File: src/rtl/cnt_sched_pkg.sv
// rtl/cnt_sched_pkg.sv - shared counter state constants and scheduler state encoding
package cnt_sched_pkg;

    // Embedded 2-bit counter states
    localparam logic [1:0] S0 = 2'd0;
    localparam logic [1:0] S1 = 2'd1;
    localparam logic [1:0] S2 = 2'd2;
    localparam logic [1:0] S3 = 2'd3;

    // Scheduler states
    typedef enum logic [1:0] {
        IDLE  = 2'd0,
        ALIGN = 2'd1,
        RUN   = 2'd2
    } sched_state_t;

endpackage

File: src/rtl/cnt_lap_sched_fsm_counter.sv
// rtl/cnt_lap_sched_fsm_counter.sv - free-running 2-bit counter S0->S1->S2->[S3 if in]->S0
module fsm_counter
    import cnt_sched_pkg::*;
(
    input  logic       clk,
    input  logic       rstn,
    input  logic       in,
    output logic [1:0] count
);

    logic [1:0] count_q;
    logic [1:0] count_d;

    // Next-state: S3 is only visited when 'in' is high while in S2
    always_comb begin
        count_d = S0;
        case (count_q)
            S0:      count_d = S1;
            S1:      count_d = S2;
            S2:      count_d = in ? S3 : S0;
            S3:      count_d = S0;
            default: count_d = S0;
        endcase
    end

    // State register
    always_ff @(posedge clk or negedge rstn) begin
        if (!rstn) begin
            count_q <= S0;
        end else begin
            count_q <= count_d;
        end
    end

    assign count = count_q;

endmodule

File: src/rtl/cnt_lap_sched.sv
// rtl/cnt_lap_sched.sv - lap job scheduler aligning jobs to the free-running counter
module cnt_lap_sched
    import cnt_sched_pkg::*;
#(
    parameter int LAP_W = 4
) (
    input  logic             clk,
    input  logic             rstn,
    input  logic             cmd_valid,
    output logic             cmd_ready,
    input  logic             cmd_mode,
    input  logic [LAP_W-1:0] cmd_laps,
    input  logic             cmd_abort,
    output logic             busy,
    output logic             done,
    output logic             aborted,
    output logic [LAP_W-1:0] lap_cnt,
    output logic [1:0]       cnt_state
);

    sched_state_t     state_q, state_d;
    logic             pend_v_q, pend_v_d;
    logic             pend_mode_q, pend_mode_d;
    logic [LAP_W-1:0] pend_laps_q, pend_laps_d;
    logic             act_mode_q, act_mode_d;
    logic [LAP_W-1:0] act_laps_q, act_laps_d;
    logic [LAP_W-1:0] lap_cnt_q, lap_cnt_d;
    logic             done_q, done_d;
    logic             aborted_q, aborted_d;

    logic             cnt_in;
    logic             lap_end;
    logic             accept;
    logic             abort_eff;
    logic [LAP_W-1:0] lap_target;
    logic [LAP_W-1:0] lap_cnt_inc;
    logic             final_lap;

    fsm_counter u_counter (
        .clk   (clk),
        .rstn  (rstn),
        .in    (cnt_in),
        .count (cnt_state)
    );

    // The 4th state is only requested while a 4-state job is actually running
    assign cnt_in      = (state_q == RUN) & act_mode_q;
    // Counter is back at S0 on the next cycle
    assign lap_end     = (cnt_state == S3) | ((cnt_state == S2) & ~cnt_in);
    assign cmd_ready   = ~pend_v_q & ~cmd_abort;
    assign accept      = cmd_valid & cmd_ready;
    // Abort only matters when there is something to kill
    assign abort_eff   = cmd_abort & ((state_q != IDLE) | pend_v_q);
    // A request for zero laps runs a single lap
    assign lap_target  = (act_laps_q == '0) ? LAP_W'(1) : act_laps_q;
    assign lap_cnt_inc = lap_cnt_q + LAP_W'(1);
    assign final_lap   = lap_end & (lap_cnt_inc == lap_target);

    // Next-state, pending buffer and pulse generation
    always_comb begin
        state_d     = state_q;
        pend_v_d    = pend_v_q;
        pend_mode_d = pend_mode_q;
        pend_laps_d = pend_laps_q;
        act_mode_d  = act_mode_q;
        act_laps_d  = act_laps_q;
        // Final count stays visible alongside done, then clears
        lap_cnt_d   = done_q ? '0 : lap_cnt_q;
        done_d      = 1'b0;
        aborted_d   = 1'b0;

        // Accept only happens with the buffer empty, so it never collides with a promotion
        if (accept) begin
            pend_v_d    = 1'b1;
            pend_mode_d = cmd_mode;
            pend_laps_d = cmd_laps;
        end

        if (abort_eff) begin
            // Abort beats a same-cycle final lap; the counter just finishes its lap with in=0
            state_d   = IDLE;
            pend_v_d  = 1'b0;
            lap_cnt_d = '0;
            aborted_d = 1'b1;
        end else begin
            case (state_q)
                IDLE: begin
                    if (pend_v_q) begin
                        act_mode_d = pend_mode_q;
                        act_laps_d = pend_laps_q;
                        pend_v_d   = 1'b0;
                        lap_cnt_d  = '0;
                        state_d    = ALIGN;
                    end
                end
                ALIGN: begin
                    // The S0 seen here is the first cycle of lap 1
                    if (cnt_state == S0) begin
                        state_d = RUN;
                    end
                end
                RUN: begin
                    if (lap_end) begin
                        lap_cnt_d = lap_cnt_inc;
                        if (final_lap) begin
                            done_d = 1'b1;
                            if (pend_v_q) begin
                                // Back-to-back: next job's lap 1 begins in the coming S0
                                act_mode_d = pend_mode_q;
                                act_laps_d = pend_laps_q;
                                pend_v_d   = 1'b0;
                            end else begin
                                state_d = IDLE;
                            end
                        end
                    end
                end
                default: state_d = IDLE;
            endcase
        end
    end

    // Scheduler registers
    always_ff @(posedge clk or negedge rstn) begin
        if (!rstn) begin
            state_q     <= IDLE;
            pend_v_q    <= 1'b0;
            pend_mode_q <= 1'b0;
            pend_laps_q <= '0;
            act_mode_q  <= 1'b0;
            act_laps_q  <= '0;
            lap_cnt_q   <= '0;
            done_q      <= 1'b0;
            aborted_q   <= 1'b0;
        end else begin
            state_q     <= state_d;
            pend_v_q    <= pend_v_d;
            pend_mode_q <= pend_mode_d;
            pend_laps_q <= pend_laps_d;
            act_mode_q  <= act_mode_d;
            act_laps_q  <= act_laps_d;
            lap_cnt_q   <= lap_cnt_d;
            done_q      <= done_d;
            aborted_q   <= aborted_d;
        end
    end

    assign busy    = (state_q != IDLE);
    assign done    = done_q;
    assign aborted = aborted_q;
    assign lap_cnt = lap_cnt_q;

endmodule

File: config.mk
export PLATFORM = sky130hd
export DESIGN_NAME = cnt_lap_sched
export DESIGN_NICKNAME = d
export VERILOG_FILES = /design/src/rtl/cnt_sched_pkg.sv /design/src/rtl/cnt_lap_sched_fsm_counter.sv /design/src/rtl/cnt_lap_sched.sv
export SDC_FILE = /design/constraint.sdc
export NUM_CORES = 1
export LEC_CHECK = 0
export CORE_ASPECT_RATIO = 1.1
export CORE_MARGIN = 1.5
export CORE_UTILIZATION = 45
export DETAILED_ROUTE_END_ITERATION = 6
export PLACE_DENSITY = 0.73
export SETUP_SLACK_MARGIN = 0.05
export SKIP_CTS_REPAIR_TIMING = 1
export SYNTH_ARGS = -nofsm -noshare
export SYNTH_HDL_FRONTEND = slang
export SYNTH_SLANG_ARGS = --single-unit
File: constraint.sdc
create_clock -name clk -period 4.8 [get_ports clk]
set_input_delay 0.48 -clock clk [delete_from_list [all_inputs] [get_ports clk]]
set_output_delay 0.48 -clock clk [all_outputs]
set_load 0.005 [all_outputs]
* Yosys cells after proc, flatten, opt, wreduce, memory -nomap -nowiden
Cells that the tools add are included.
Word-level totals: register bits after elaboration 21, input port bits 9, output and inout bits 10, word-level logic and storage cells 77
Cells by class: add/sub/neg operators 1, equality and inequality tests 13, multiplexer cells 34, bitwise logic cells 12, reduce and logical (&&, ||, !) cells 7
Operator list (count):
- 2-to-1 mux 4 bit | 8
- case mux 4 bit (2 select lines) | 2
- inequality test 3 bit (second input constant) | 5
- 2-to-1 mux 2 bit | 7
- 2-to-1 mux 1 bit | 13
- case mux 2 bit (4 select lines) | 1
- bitwise AND 1 bit | 6
- equality test 2 bit (second input constant) | 3
- case mux 2 bit (3 select lines) | 1
- AND reduction 5 bit | 1
- adder 4 x 1 -> 4 bit (second input constant) | 1
- equality test 2 x 1 -> 1 bit (second input constant) | 2
- equality test 4 bit | 1
- zero test 2 bit | 2
- zero test 4 bit | 1
- inequality test 2 bit (second input constant) | 2
- inverter 1 bit | 4
- case mux 1 bit (2 select lines) | 2
- AND reduction 4 bit | 1
- nonzero test 2 bit | 2
- OR 1 bit | 2

* Logic depth before layout (Yosys ltp)
depth in word-level cells 10, gate-level depth with buffers 6

* Modules after synthesis
From an unflattened synthesis, not the netlist that was laid out.
Unflattened totals: cells, all modules 129, area total of the unflattened synthesis 1281.2 sq um
Modules (own cells, without submodules):
- cnt_lap_sched | times used 1, cells an instance 123, area each 1208.7 sq um, seq. area each 475.5 sq um
- fsm_counter | times used 1, cells an instance 6, area each 72.6 sq um, seq. area each 50.0 sq um

* Least setup slack after synthesis
No wires, ideal clock.
kind reg2reg, start register lap_cnt_q[0], in the netlist lap_cnt[0], end register act_laps_q[0], library setup time 0.125 ns, arrival 2.064 ns, required time 4.675 ns, slack 2.611 ns, stages on the path, launching flop included 7, path buffers 0, cells stage by stage dfrtp_1 ha_1 nor3b_1 mux2i_1 a2111o_1 a21oi_4 mux2_2
Between the ends: cells in the longest elaborated chain, start to end 5
RTL lines:
- start, declared | line cnt_lap_sched.sv:27 | logic [LAP_W-1:0] lap_cnt_q, lap_cnt_d;
- start signal, assigned | line cnt_lap_sched.sv:142 | lap_cnt_q <= lap_cnt_d;
- adder 4 x 1 -> 4 bit | line cnt_lap_sched.sv:56 | assign lap_cnt_inc = lap_cnt_q + LAP_W'(1);
- equality test 4 bit | line cnt_lap_sched.sv:57 | assign final_lap = lap_end & (lap_cnt_inc == lap_target);
- bitwise AND 1 bit | line cnt_lap_sched.sv:57
- inequality test 2 bit (no source line)
- AND reduction 4 bit (no source line)
- end signal, assigned | line cnt_lap_sched.sv:141 | act_laps_q <= act_laps_d;
- end, declared | line cnt_lap_sched.sv:26 | logic [LAP_W-1:0] act_laps_q, act_laps_d;
No other way between the ends. A chain may end at the register's enable or synchronous reset.

* Worst setup path after layout
start register lap_cnt_q[0], in the netlist lap_cnt[0], end register act_laps_q[1]
The elaborated chain is that of the path after synthesis.

==> results summary <==
The run finished with clean final reports. The critical-path maximum fanout came out at 9. The number of clock sinks came out at 21. The kind of end point of the critical path is a flip-flop.

The via density per instance is 5.49. The hold violation count in the final report was 0. The later-pin clock latency in the skew report came out at 0.30 ns. The length in cells of the worst reg-to-reg path came out at 6. The clock period minus worst slack came out at 2.32 ns. The max-slew headroom at the worst pin came out at 36.1%. The worst hold path belongs to the class flip-flop to flip-flop.

The initial antenna violation count is 0. The horizontal extent of the die came out at 48.8 um. The number of I/O port buffers is 18. In this run the vertical extent of the chip is 53.3 um. Leaving out fill and tap cells, the most frequent cell in the layout is dfrtp_1.

For this design the top-level I/O count stands at 19. The worst hold slack is 0.504 ns. The fraction of layout cells with a size suffix above 1 is 14.0%. The number of max-cap violations is 0. The growth of design area from synthesis to finish came out at 22.2%. The final clock period utilization by the worst path is 48.2%.

Setup repair after global routing left no endpoint under its margin. The average footprint of a synthesized cell is 10.8 um^2. The sequential cells in the finished layout cover a total of 526 um^2. The synthesized netlist net count came out at 106. The setup TNS after final layout is 0 ns. The maximum single-stage delay on the critical path is 0.49 ns.

After synthesis the netlist holds a flip-flop and latch count of 21. The final-report setup violation count came out at 0. The first-pass iteration count of the detailed router came out at 4. The remaining number of nets flagged by the antenna check after routing came out at 0.

The cell count after synthesis came out at 96. The combined area of all synthesized cells came out at 1040 um^2. The area used by multi-input combinational logic came out at 495 um^2. The maximum number of pins on one net before global-route repair is 22.

For this design the ratio of total power to cell area is 418 nW/um^2. The routed wire length per instance came out at 13.7 um. The number of diodes added for antenna fixing came out at 0. The utilization after layout came out at 57.4%. The worst hold path cell count came out at 1. The sequential share of the synthesized area came out at 50.7%. The transition time at the pin with the least slew margin came out at 0.956 ns.

The clock transition at the registers of the reported paths is 0.12 ns. The number of DRC markers in iteration 0 came out at 19. In the global route stage, overall resource usage came out at 17.1%. The number of global-route vias before repair is 761. After global routing the overflow that remains totals 0.

The max-slew violation count came to 0. The routability-driven placement congestion ratio came out at 0.814. Data on the critical path is required at its endpoint by 5.00 ns.

The fill cell instance count of the final layout came out at 215. The number of cells after detailed placement is 140. The worst-case register-to-register setup slack is 2.48 ns. The cell sitting at the root of the clock tree is a clkbuf_4. Detailed placement ended at an HPWL of 1490 um. The slowest library cell on the worst path is dfrtp_1. The wire length after detailed routing is 1980 um.

Yosys mapped the design onto 29 distinct sky130hd cell types. In this run the core area contains 18 standard-cell rows. The number of design rule violations left after detail routing came out at 0. In the layout the commonest cells are dfrtp_1 (21), clkdlybuf4s50_1 (18), nor2_1 (13). The maximum VDD drop came out at 0.000224 V. For the final database, setup skew stands at 0.00742 ns. The critical path is of the flip-flop to flip-flop type.

The final cell count without fillers is 144. The depth of the CTS H-tree came out at 1. The total number of yosys warnings came out at 0. TritonCTS created 3 clock buffers. The first global-routing pass estimated 3350 um of wire. The critical path goes through ha_1, nor3b_1, mux2i_1, a2111o_1, a21oi_4, mux2_2. At the worst endpoint, the arrival time is 2.52 ns. For this configuration, the core starts out at a cell density of 46.9%. The final net count is 125. The maximum clock path buffer count is 2. The area of the core region is 2210 um^2. Summed over all cells, the static leakage comes to 0.510 nW.

STA classifies the critical path startpoint as a flip-flop. The CTS tree is yes. The achievable frequency is 432 MHz. The routed layout has 790 vias. The die area is 2600 um^2.
-- logic make-up (layout without fill, tap and decap cells) --
group           Yosys count  count (layout)  share of synthesized area (%)
flops                    21              21                           50.7
mux                      11              11                           11.8
xor+xnor                  5               5                           4.23
fa+ha+maj                 1               1                           1.21
buf+inv                   4              22                           1.45
compound gates           23              23                           15.8
simple gates             31              31                           14.7
-- cells in the mapped netlist --
cell	n	area [um^2]
clkbuf_1	4	15.0
nor2_1	13	48.8
o211ai_1	2	15.0
nor3b_1	1	7.51
mux2_2	10	113
nand2_1	2	7.51
a2111oi_0	1	8.76
o21a_1	2	15.0
o21ai_0	3	15.0
nand3b_1	2	15.0
ha_1	1	12.5
or2_2	1	6.26
a21oi_1	7	35.0
nor3_1	3	15.0
o21bai_1	1	7.51
nand3_1	3	15.0
a22oi_1	2	15.0
nor2b_1	2	12.5
a2111o_1	1	11.3
a32oi_1	1	8.76
nand2b_1	2	12.5
dfrtp_1	21	526
mux2i_1	1	10.0
and2_1	2	12.5
a21oi_4	1	16.3
xnor2_1	3	26.3
o32ai_1	1	8.76
a211oi_1	1	7.51
xor2_1	2	17.5
-- state kept, by name, summed over array words and instances, names as in the netlist --
| name | flops |
|---|---|
| aborted | 1 |
| act_laps_q | 4 |
| act_mode_q | 1 |
| done | 1 |
| lap_cnt | 4 |
| pend_laps_q | 4 |
| pend_mode_q | 1 |
| pend_v_q | 1 |
| state_q | 2 |
| u_counter.count | 2 |
-- per-stage QoR --
stage	total power [mW]	area, um^2	setup WS, ns
6_report	0.530	1270	2.48
4_1_cts	0.536	1270	2.47
3_3_place_gp	0.443	1240	2.55
3_5_place_dp	0.450	1240	2.49
2_1_floorplan	0.381	1040	2.61
5_1_grt	0.570	1270	2.35
-- worst max-delay path: cells and delay by family, from the launching register on --
kind | cells | cell delay [ns]
AOI/OAI and AO/OA | 2 | 0.68
adders and majority gates | 1 | 0.38
DFF | 1 | 0.49
muxes | 2 | 0.46
and+or+nand+nor | 1 | 0.21
-- final cells by class --
| type | count | share of cell area, % |
|---|---|---|
| well taps | 30 | 2.96 |
| clock buffers | 3 | 1.78 |
| repair buffers | 18 | 14.2 |
| multi-input cells | 71 | 39.1 |
| clock inverters | 1 | 0.395 |
| flip-flops and latches | 21 | 41.5 |
-- layer usage --
layer / GRT usage, % / wire [um] / share of wire, % / vias to the layer above
li1: - / - / - / 381
met1: 21.4 / 898 / 45 / 379
met2: 28.1 / 971 / 49 / 24
met3: 1.98 / 64 / 3.2 / 6
met4: 11.4 / 44 / 2.2 / 0
met5: 0 / 0 / 0 / -
-- report_power, final --
part / switching (mW) / total (mW) / internal [mW]
Combinational: 0.0807 / 0.179 / 0.0986
Clock: 0.0537 / 0.0848 / 0.0310
Sequential: 0.0442 / 0.265 / 0.221
Total: 0.179 / 0.530 / 0.351
-- worst paths after layout --
path | from | end
min in group asynchronous | rstn | lap_cnt[1]$_DFF_PN0_
max in group asynchronous | rstn | state_q[1]$_DFFE_PN0P_
max reg2reg | lap_cnt[0]$_DFF_PN0_ | act_laps_q[1]$_DFFE_PN0P_
min reg2reg | u_counter.count[0]$_DFF_PN0_ | u_counter.count[0]$_DFF_PN0_
max | lap_cnt[0]$_DFF_PN0_ | act_laps_q[1]$_DFFE_PN0P_
min | u_counter.count[0]$_DFF_PN0_ | u_counter.count[0]$_DFF_PN0_
Note: power is estimated with default switching activity, not from simulation.
